===== config.mk =====
export PLATFORM = sky130hd
export DESIGN_NAME = prog_loader
export DESIGN_NICKNAME = d
export VERILOG_FILES = /design/src/rtl/prog_loader.sv
export SDC_FILE = /design/constraint.sdc
export NUM_CORES = 1
export LEC_CHECK = 0
export BUFFER_PORTS_ARGS = -buffer_cell sky130_fd_sc_hd__buf_4
export CAP_MARGIN = 20
export CORE_MARGIN = 2
export CORE_UTILIZATION = 50
export CTS_CLUSTER_SIZE = 30
export DETAILED_ROUTE_END_ITERATION = 10
export GPL_TIMING_DRIVEN = 0
export PLACE_DENSITY = 0.75
export SLEW_MARGIN = 40
export SYNTH_ARGS = -nofsm -noshare
export SYNTH_HDL_FRONTEND = slang
export SYNTH_SLANG_ARGS = --single-unit

===== constraint.sdc =====
create_clock -name clk -period 3.9 [get_ports clk]
set_input_delay 0.39 -clock clk [delete_from_list [all_inputs] [get_ports clk]]
set_output_delay 0.39 -clock clk [all_outputs]
set_load 0.02 [all_outputs]

===== src/rtl/prog_loader.sv =====
// Program loader: streams 30-bit instructions into 10-bit main memory as
// three words (high, mid, low) while holding the CPU in reset.
module prog_loader #(
  parameter int                ADDR_W    = 14,
  parameter int                WORD_W    = 10,
  parameter logic [ADDR_W-1:0] BASE_ADDR = 14'h2000
) (
  input  logic                  clk,
  input  logic                  rst_n,
  input  logic                  start,
  input  logic                  in_valid,
  input  logic [3*WORD_W-1:0]   in_instr,
  input  logic                  in_last,
  output logic                  in_ready,
  output logic [ADDR_W-1:0]     mem_addr,
  output logic [WORD_W-1:0]     mem_data,
  output logic                  mem_we,
  output logic                  cpu_rst,
  output logic                  busy,
  output logic                  done,
  output logic                  error,
  output logic [11:0]           count
);

  typedef enum logic [2:0] {IDLE, ACCEPT, W0, W1, W2, DONE, ERR} state_e;

  // Pointer carries one extra bit so advancing past the top never wraps.
  localparam logic [ADDR_W:0] BASE_PTR = {1'b0, BASE_ADDR};
  localparam logic [ADDR_W:0] PTR_MAX  = {1'b0, {ADDR_W{1'b1}}} - (ADDR_W+1)'(2);

  state_e                state_q, state_d;
  logic [ADDR_W:0]       ptr_q, ptr_d;
  logic [11:0]           count_q, count_d;
  logic [3*WORD_W-1:0]   instr_q, instr_d;
  logic                  last_q, last_d;

  always_comb begin
    state_d  = state_q;
    ptr_d    = ptr_q;
    count_d  = count_q;
    instr_d  = instr_q;
    last_d   = last_q;
    in_ready = 1'b0;
    mem_we   = 1'b0;
    mem_addr = '0;
    mem_data = '0;
    case (state_q)
      IDLE, DONE, ERR: begin
        if (start) begin
          state_d = ACCEPT;
          ptr_d   = BASE_PTR;
          count_d = '0;
        end
      end
      ACCEPT: begin
        in_ready = 1'b1;
        if (in_valid) begin
          instr_d = in_instr;
          last_d  = in_last;
          state_d = (ptr_q > PTR_MAX) ? ERR : W0;
        end
      end
      W0: begin
        mem_we   = 1'b1;
        mem_addr = ptr_q[ADDR_W-1:0];
        mem_data = instr_q[3*WORD_W-1:2*WORD_W];
        state_d  = W1;
      end
      W1: begin
        mem_we   = 1'b1;
        mem_addr = ptr_q[ADDR_W-1:0] + ADDR_W'(1);
        mem_data = instr_q[2*WORD_W-1:WORD_W];
        state_d  = W2;
      end
      W2: begin
        mem_we   = 1'b1;
        mem_addr = ptr_q[ADDR_W-1:0] + ADDR_W'(2);
        mem_data = instr_q[WORD_W-1:0];
        ptr_d    = ptr_q + (ADDR_W+1)'(3);
        count_d  = (count_q == 12'hFFF) ? count_q : count_q + 12'd1;
        state_d  = last_q ? DONE : ACCEPT;
      end
      default: state_d = IDLE;
    endcase
  end

  always_ff @(posedge clk or negedge rst_n) begin
    if (!rst_n) begin
      state_q <= IDLE;
      ptr_q   <= BASE_PTR;
      count_q <= '0;
    end else begin
      state_q <= state_d;
      ptr_q   <= ptr_d;
      count_q <= count_d;
    end
  end

  // Instruction holding register is pure data; only read after a capture.
  always_ff @(posedge clk) begin
    instr_q <= instr_d;
    last_q  <= last_d;
  end

  assign cpu_rst = (state_q != DONE);
  assign busy    = (state_q == ACCEPT) || (state_q == W0) ||
                   (state_q == W1) || (state_q == W2);
  assign done    = (state_q == DONE);
  assign error   = (state_q == ERR);
  assign count   = count_q;

endmodule


=== Word level (Yosys, flattened, before mapping) ===
Index checks and enable logic that the tools add are counted.

* Order comparisons: 1
* Muxes and demuxes: 14
* Reductions and logical operators: 11
* Equality and inequality tests: 11
* Add/sub/neg operators: 4

{| class="wikitable"
|+ Operator list
! cell !! count
|-
| $pmux 14 s3 || 1
|-
| $pmux 10 s3 || 1
|-
| $pmux 15 s2 || 1
|-
| $mux 12 || 2
|-
| $pmux 12 s2 || 1
|-
| $add 15x2->15 const B || 1
|-
| $gt 15x14->1 const B || 1
|-
| $mux 15 || 1
|-
| $pmux 3 s5 || 1
|-
| $add 14x1->14 const B || 1
|-
| $add 14x2->14 const B || 1
|-
| $add 12x1->12 const B || 1
|-
| $eq 12x12->1 const B || 1
|-
| $mux 3 || 4
|-
| $eq 3x3->1 const B || 3
|-
| $eq 3x2->1 const B || 2
|-
| $ne 2x2->1 const B || 3
|-
| $reduce_and 2->1 || 3
|-
| $reduce_or 3->1 || 2
|-
| $eq 3x1->1 const B || 1
|-
| $logic_not 3->1 || 1
|-
| $logic_or 1x1->1 || 3
|-
| $ne 3x3->1 const B || 1
|-
| $reduce_and 3->1 || 1
|-
| 2 further kinds || 3
|}

* Flip-flop bits (word level): 61
* Output and inout bits: 42
* Input port bits: 35
* Logic and storage cells: 46

=== Depth between registers and ports, before layout ===
Gate-level depths: netlist of the first run.

* Word-level depth: 4
* Gate-level depth with buffers: 7
* Depth with buffers taken out: 7

=== Least setup slack after synthesis of the first run ===
Ideal clock, no wire load.

* Path type: flip-flop to output port
* Start: register state_q[1]
* End: output mem_addr[7]
* Slack: 1.684 ns
* Cell stages (with the launch flop): 7
* Arrival time: 1.826 ns
* Path buffers: 2
* Data required time: 3.510 ns
* Path through: dfrtp_1 or3b_1 buf_2 buf_2 nand2_1 o21ai_0 a31oi_1

* Longest elaborated chain between the ends: 2
* Elaborated cells between the ends (all ways): 4
* Classes of those cells: eq/ne: 3; mux: 1

{| class="wikitable"
|+ RTL lines
! what !! line !! text
|-
| start: declaration || 31 || <nowiki>state_e state_q, state_d;</nowiki>
|-
| start signal: assignment || 93 || <nowiki>state_q <= state_d;</nowiki>
|-
| $eq 3x3->1 or $eq 3x2->1 (tied branches) || 47 || <nowiki>case (state_q)</nowiki>
|-
| $pmux 14 s3 (*) || 47 ||
|-
| end: declaration || 15 || <nowiki>output logic [ADDR_W-1:0] mem_addr,</nowiki>
|}

Mark *: on every way between the ends. The rest lies on a longest branch, timed or not.

=== Final worst setup path of the first run ===
* Start: register state_q[1]
* End: output mem_data[2]

* Longest elaborated chain between the ends: 2
* Elaborated cells between the ends (all ways): 4
* Classes of those cells: eq/ne: 3; mux: 1

{| class="wikitable"
|+ RTL lines
! what !! line !! text
|-
| $eq 3x3->1 or $eq 3x2->1 (tied branches) || 47 ||
|-
| $pmux 10 s3 (*) || 47 ||
|-
| end: declaration || 16 || <nowiki>output logic [WORD_W-1:0] mem_data,</nowiki>
|}

Marks and branches as above.

==> qor.csv, run 1 <==
stage,metric,value,unit
global_routing,GRT Residual Overflow,0,
route,met2 routed WL,4190,um
die,Initial Util,51.1,%
route,met3 WL post-DR,618,um
place,number of port buffers,76,
clock_network,Post-CTS Resized,0,
setup_path,"Largest stage delay, worst path",490,ps
clock_network,clk sink count,61,
setup_path,slowest CP cell,clkbuf_1,
sta,Fin Setup TNS,0,ps
power_and_ir_drop,Switching Fraction,39.8,%
place,GP Congestion,0.928,
sta,max-slew violations,0,
power_and_ir_drop,Max IR drop VDD,0.346,mV
setup_path,CP bufs+invs,4,
power_and_ir_drop,Psw,1.01,mW
power_and_ir_drop,Pint,1.53,mW
status,run status,completed,
die,IO Pins,77,
sta,RSZ-0062 raised after global routing,false,
setup_path,crit start category,flop,
synth,"FFs w/ async S/R, synth",49.2,%
sta,final setup fails,0,
layout,nets,494,
route,Post-route DRC,0,
synth,"Top FF cell, synth",edfxtp_1,
die,Die Y,87.1,um
route,Max Used Layer,met4,
sta,crit share post-route,76.5,%
synth,Synth cell types,54,
sta,Max Fclk,335,MHz
global_routing,initial antenna violation count,0,
sta,endpoints failing hold,0,
synth,Syn Area/Cell,9.46,um2
setup_path,critical path's top delay family,buffers and inverters,
power_and_ir_drop,Combinational Power Share,41.3,%
die,die area,7590,um2
layout,final core occ,64.5,%
sta,Max transition margin,56.7,%
power_and_ir_drop,leakage,1.76,nW
sta,slew of the pin with the lowest slew margin,649,ps
global_routing,first-pass GRT wire length,14600,um
clock_network,root buf cell,clkbuf_8,
power_and_ir_drop,power share of the clock group,25.2,%
flow_run,max_cap viols,0,
synth,syn_nets,406,
clock_network,maximum clock path buffer count,2,
layout,fin area,4360,um2
synth,"flops & latches, synth",61,
synth,Syn Inst Count,365,
route,drt first pass iters,5,
route,via-per-instance ratio,5.93,
worst_hold_path,hold crit path type,primary input to flop,
synth,number of synthesized flops with an enable pin,31,
die,Placeable Area,6760,um2
sta,post-layout min period,2980,ps
die,# rows,30,
clock_network,CTS Buf Count,9,
place,DP HPWL,6370,um
layout,Diodes inserted,0,
layout,Area growth syn-to-layout,26.2,%
place,Placed Area,4130,um2
power_and_ir_drop,Seq pwr share,33.4,%
route,M1 WL,4060,um
global_routing,Total GRT Usage,24.9,%
synth,area of the mapped netlist,3450,um2
die,die span in x,87.1,um
setup_path,CP max FO,10,
layout,share of cells above drive strength 1,25.1,%
setup_path,"most used cell, CP",clkbuf_1,
route,First DRT Iteration DRCs,227,
setup_path,critical-path cell list,buf_2 > nand2_1 > clkbuf_1 > clkbuf_1 > o21ai_0 > buf_4,
synth,"Seq/Total Area, Yosys",48.7,%
setup_path,Worst Path Required,3510,ps
route,routed vias,3192,
clock_network,worst-skew pair later-pin latency,360,ps
clock_network,CTS tree,done,
clock_network,clk slew on worst S/H paths,90,ps
setup_path,type of the worst setup path,flop to primary output,
global_routing,vias in the first global route,2970,
setup_path,CP arrival,2590,ps
setup_path,critical path endpoint category,primary output,
clock_network,CTS HTree Levels,3,
power_and_ir_drop,Pwr Density,583,nW/um2
power_and_ir_drop,power consumption,2.54,mW
route,Wirelength per Cell,16.8,um
route,Post-Route WL,9030,um
route,final antenna-violating net count,0,
synth,yosys warns,0,
sta,clock skew,18.3,ps
global_routing,largest net degree at the start of global routing,32,
## worst paths after layout
kind | from | endpoint | slack [ps] | depth (start not counted)
worst min-delay path | in_instr[24] | instr_q[24] | 200 | 1
worst max-delay path | state_q[1] | mem_data[2] | 920 | 6
worst max register to register | ptr_q[1] | ptr_q[11] | 1830 | 6
max in group asynchronous | rst_n | ptr_q[13] | 3070 | 2
min in group asynchronous | rst_n | ptr_q[6] | 510 | 2
worst min register to register | ptr_q[13] | ptr_q[13] | 550 | 1
## cell usage in the layout, fill, tap and decap left out, drive strengths merged, types with 11 or more instances in the layout
| master | instances |
|---|---|
| a21oi | 27 |
| buf | 90 |
| clkbuf | 22 |
| dfrtp | 29 |
| edfxtp | 31 |
| mux2i | 15 |
| nand2 | 40 |
| nand3 | 22 |
| nor2 | 21 |
| nor3 | 11 |
| o21ai | 38 |
## flip-flops by register name, summed over array words and instances, names as in the netlist
| register | cells |
|---|---|
| count | 12 |
| ptr_q | 15 |
| instr_q | 30 |
| state_q | 3 |
| last_q | 1 |
## worst register-to-register path: stages (launching register included)
cell	delay (ps)
dfrtp_1	560
ha_1	380
a21o_1	150
nand3_1	190
or3_4	410
o211ai_1	170
o31ai_1	100
## final cells by class
class                   count  area (um2)
fillers                   571        2400
flip-flops and latches     61        1680
multi-input cells         267        1610
repair buffers             77         581
plain buffers              27         128
clock buffers               9         124
well taps                  80         100
clock inverters             7        97.6
inverters                  10        37.5
## Yosys cell counts (all sizes together) (6+ instances only)
| cell | n | area [um2] |
|---|---|---|
| a21oi | 27 | 135 |
| a31oi | 8 | 50.1 |
| buf | 14 | 77.6 |
| clkbuf | 13 | 50.0 |
| dfrtp | 29 | 726 |
| edfxtp | 31 | 931 |
| ha | 6 | 75.1 |
| inv | 9 | 33.8 |
| mux2i | 15 | 150 |
| nand2 | 40 | 150 |
| nand3 | 22 | 110 |
| nor2 | 21 | 78.8 |
| nor3 | 11 | 60.1 |
| o21ai | 38 | 190 |
| o22ai | 6 | 37.5 |
| o31ai | 10 | 75.1 |
## metal layers
layer | up-vias | global-route usage, %
li1 | 1537 | -
met1 | 1500 | 36.1
met2 | 141 | 38.2
met3 | 14 | 3.89
met4 | 0 | 8.67
met5 | - | 0
## power groups by stage
stage          registers (mW)  clock network (mW)  logic (mW)
6_report                0.849               0.641        1.05
5_1_grt                 0.859               0.668        1.14
3_3_place_gp            0.860                   0        1.02
3_5_place_dp            0.861                   0        1.03
4_1_cts                 0.848               0.644        1.04
2_1_floorplan           0.854                   0       0.667
## repair_timing
action,in CTS,in global routing
endpoints found under the hold margin,29,0
buffers inserted,0,0
hold buffers,1,0
## metrics by stage
stage               worst slack [ps]  hold slack (ps)  instances
finish                           918              203        538
detailed placement              1400              355        521
floorplan                       1680             94.4        365
CTS                             1020              204        538
global placement                1410              354        521
global route                     815              202        538
## logic make-up (layout without fill, tap and decap cells)
kind of cell / count (synthesis) / in the layout / share of synthesized area (%)
and+or+nand+nor: 130 / 130 / 19.0
DFF: 61 / 61 / 48.7
muxes: 15 / 15 / 4.35
buffers and inverters: 37 / 130 / 4.78
AOI/OAI and AO/OA: 110 / 110 / 19.4
adders and majority gates: 6 / 6 / 2.17
xor gates and xnor gates: 6 / 6 / 1.52
Note: power is estimated with default switching activity, not from simulation.
==> run 2, diff against run 1 <==
--- a/config.mk
+++ b/config.mk
@@ -5,14 +5,15 @@
 export SDC_FILE = /design/constraint.sdc
 export NUM_CORES = 1
 export LEC_CHECK = 0
+export ABC_AREA = 1
 export BUFFER_PORTS_ARGS = -buffer_cell sky130_fd_sc_hd__buf_4
 export CAP_MARGIN = 20
 export CORE_MARGIN = 2
-export CORE_UTILIZATION = 50
+export CORE_UTILIZATION = 49
 export CTS_CLUSTER_SIZE = 30
 export DETAILED_ROUTE_END_ITERATION = 10
 export GPL_TIMING_DRIVEN = 0
-export PLACE_DENSITY = 0.75
+export PLACE_DENSITY = 0.76
 export SLEW_MARGIN = 40
 export SYNTH_ARGS = -nofsm -noshare
 export SYNTH_HDL_FRONTEND = slang
==> constraint.sdc (replaced) <==
create_clock -name clk -period 2.6 [get_ports clk]
set_input_delay 0.26 -clock clk [delete_from_list [all_inputs] [get_ports clk]]
set_output_delay 0.26 -clock clk [all_outputs]
set_load 0.02 [all_outputs]
==> run 2 against run 1 <==
Total power up 57%. Critical path depth up 3. Worst setup slack worse by 690 ps. Combinational power increased by 63%. Core utilization down 1.3 points. Register-to-register slack worse by 1100 ps. Flip-flop and latch count did not move. Clock power grew 49%. Critical endpoint is now mem_data[6]. Largest cell class unchanged. Highest routed layer unchanged.
==> qor.csv, run 2 <==
stage,metric,value,unit,change
synth,"flops & latches, synth",61,,unchanged
clock_network,CTS Buf Count,9,,unchanged
die,die span in x,89.1,um,+2.3%
route,final antenna-violating net count,0,,unchanged
synth,Synth top area share,26.2,%,-0.72 points
sta,crit share post-route,91.2,%,
clock_network,maximum clock path buffer count,2,,unchanged
layout,Diodes inserted,0,,unchanged
route,First DRT Iteration DRCs,338,,+49%
synth,top post-synthesis cells by count,"159 x nand2_1, 46 x nor2_1, 42 x inv_1, 42 x nand3_1, 31 x edfxtp_1",,
clock_network,clk slew on worst S/H paths,70,ps,-20 ps
layout,share of cells above drive strength 1,22.5,%,-2.6 points
place,DP HPWL,6570,um,+3.2%
die,# rows,31,,+3.3%
setup_path,CP bufs+invs,5,,+1
clock_network,worst-skew pair later-pin latency,350,ps,about the same
die,Die Y,89.1,um,+2.3%
worst_hold_path,hold crit path type,primary input to flop,,
setup_path,slowest CP cell,dfrtp_1,,
place,number of port buffers,76,,unchanged
flow_run,max_cap viols,0,,unchanged
sta,endpoints failing hold,0,,unchanged
synth,Syn Inst Count,465,,+27%
layout,max FFs per register,30,,unchanged
setup_path,"Largest stage delay, worst path",460,ps,-30 ps
clock_network,root buf cell,clkbuf_8,,
layout,Area growth syn-to-layout,27.1,%,
die,Placeable Area,7140,um2,+5.6%
route,Post-route DRC,0,,unchanged
route,Wirelength per Cell,14.0,um,-17%
synth,Synth cell types,33,,-39%
power_and_ir_drop,Max IR drop VDD,0.580,mV,+68%
layout,final core occ,63.2,%,-1.3 points
setup_path,crit start category,flop,,
global_routing,GRT Residual Overflow,0,,unchanged
clock_network,clk sink count,61,,unchanged
power_and_ir_drop,leakage,2.04,nW,+16%
die,IO Pins,77,,unchanged
setup_path,WP depth,9,,+3
setup_path,critical-path cell list,inv_1 > nand2_1 > inv_2 > nand2_2 > inv_2 > buf_2 > nand2_1 > nand3_1 > buf_4,,
synth,Syn Area/Cell,7.63,um2,-19%
sta,Max transition margin,71.2,%,+14 points
global_routing,initial antenna violation count,0,,unchanged
global_routing,Total GRT Usage,23.8,%,-1.1 points
setup_path,Worst Path Required,2340,ps,-1170 ps
sta,Fin Setup TNS,0,ps,unchanged
setup_path,critical path endpoint category,primary output,,
synth,"FFs w/ async S/R, synth",49.2,%,unchanged
layout,"commonest cells after routing, fill and taps aside","159 x nand2_1, 78 x buf_4, 45 x nor2_1",,
setup_path,critical path's top delay family,buffers and inverters,,
die,die area,7940,um2,+4.6%
setup_path,CP arrival,2110,ps,-480 ps
worst_hold_path,hold depth,1,,unchanged
setup_path,type of the worst setup path,flop to primary output,,
synth,Yosys top cell by area,edfxtp_1,,
layout,"most common cell after layout, fill and taps aside",nand2_1,,
die,Initial Util,49.7,%,-1.4 points
place,GP Congestion,0.956,,+3.1%
clock_network,CTS HTree Levels,3,,unchanged
global_routing,largest net degree at the start of global routing,32,,unchanged
synth,top post-synthesis cells by area,"edfxtp_1 26%, dfrtp_1 20%, nand2_1 17%, nand3_1 5.9%, nor2_1 4.9%",,
layout,nets,595,,+20%
clock_network,post-CTS setup buffer count,0,,unchanged
synth,syn_nets,506,,+25%
synth,"Seq/Total Area, Yosys",47.4,%,-1.3 points
sta,RSZ-0062 raised after global routing,false,,
power_and_ir_drop,Pwr Density,884,nW/um2,+52%
route,via-per-instance ratio,5.31,,-11%
setup_path,R2R cell count,5,,-1
synth,"Top FF cell, synth",edfxtp_1,,
synth,yosys warns,0,,unchanged
synth,area of the mapped netlist,3550,um2,+2.8%
layout,Fillers,656,,+15%
sta,clock skew,10.0,ps,-8.32 ps
route,routed vias,3494,,+9.5%
clock_network,CTS tree,done,,
sta,max-slew violations,0,,unchanged
global_routing,first-pass GRT wire length,14300,um,-1.8%
layout,"Most flops, register",instr_q,,
setup_path,CP max FO,10,,unchanged
global_routing,vias in the first global route,3023,,+1.8%
synth,"count leader, synth",nand2_1,,
sta,slew of the pin with the lowest slew margin,432,ps,-217 ps
route,drt first pass iters,5,,unchanged
sta,Max Fclk,422,MHz,
sta,post-layout min period,2370,ps,
status,run status,completed,,
route,Post-Route WL,9180,um,+1.7%
synth,number of synthesized flops with an enable pin,31,,unchanged
sta,final setup fails,0,,unchanged
-- run 2: final timing paths --
| path | from | to | slack, ps |
|---|---|---|---|
| max | state_q[2] | mem_data[6] | 230 |
| min | in_instr[3] | instr_q[3] | 90 |
| max reg2reg | state_q[0] | instr_q[18] | 710 |
| min reg2reg | ptr_q[14] | ptr_q[14] | 520 |
| max in group asynchronous | rst_n | ptr_q[13] | 1860 |
| min in group asynchronous | rst_n | state_q[1] | 400 |
-- run 2: power by group --
part / internal (mW) / leakage [nW] / total (mW) / switching, mW
sequential: 1.19 / 0.689 / 1.33 / 0.135
clock: 0.544 / 0.110 / 0.954 / 0.410
combinational: 0.589 / 1.24 / 1.71 / 1.12
-- run 2: cell type report --
cell class	count	area, um2	area share [%]
clock buffer	9	124	2.75
multi-input combinational	346	1630	36.2
inverter	48	180	3.99
timing repair buffer	78	608	13.5
tap	99	124	2.75
clock inverter	7	98.8	2.19
buffer	10	61.3	1.36
sequential	61	1680	37.3
-- run 2: timing repair --
action	CTS	global route
hold buffers	1	0
hold endpoints to repair	29	0
gates resized for setup	0	0
-- run 2: worst register-to-register path, cell delays in order, from the launching register on --
cell and delay (ps):
dfrtp_1 450, inv_2 140, nor3_2 290, inv_1 140, nor2_4 350, buf_16 220
-- run 2: kinds of logic (layout without fill, tap and decap cells) --
| family | Yosys count | after routing | synth area share, % |
|---|---|---|---|
| AOI/OAI and AO/OA | 61 | 61 | 9.56 |
| xor gates and xnor gates | 3 | 3 | 0.741 |
| adders and majority gates | 6 | 6 | 2.12 |
| buffers and inverters | 58 | 152 | 6.81 |
| DFF | 61 | 61 | 47.4 |
| and+or+nand+nor | 276 | 276 | 33.4 |
-- run 2: routing by layer --
layer	vias to the layer above	track usage (%)	part of all wire (%)
met4	0	6.65	1.1
met1	1621	32.0	42
met3	11	6.56	7.9
met2	146	38.3	49
met5	-	0	0
li1	1716	-	-
-- run 2: stage by stage --
step / hold WS, ps / setup WS [ps] / instances / cell area [um2] / total power, mW
global placement: 218 / 156 / 640 / 4250 / 2.98
detailed placement: 222 / 564 / 640 / 4250 / 3.01
CTS: 75.0 / 205 / 657 / 4480 / 3.97
finish: 85.9 / 228 / 658 / 4510 / 3.99
global route: 66.0 / 89.2 / 658 / 4510 / 4.22
floorplan: -35.6 / 355 / 465 / 3550 / 2.37
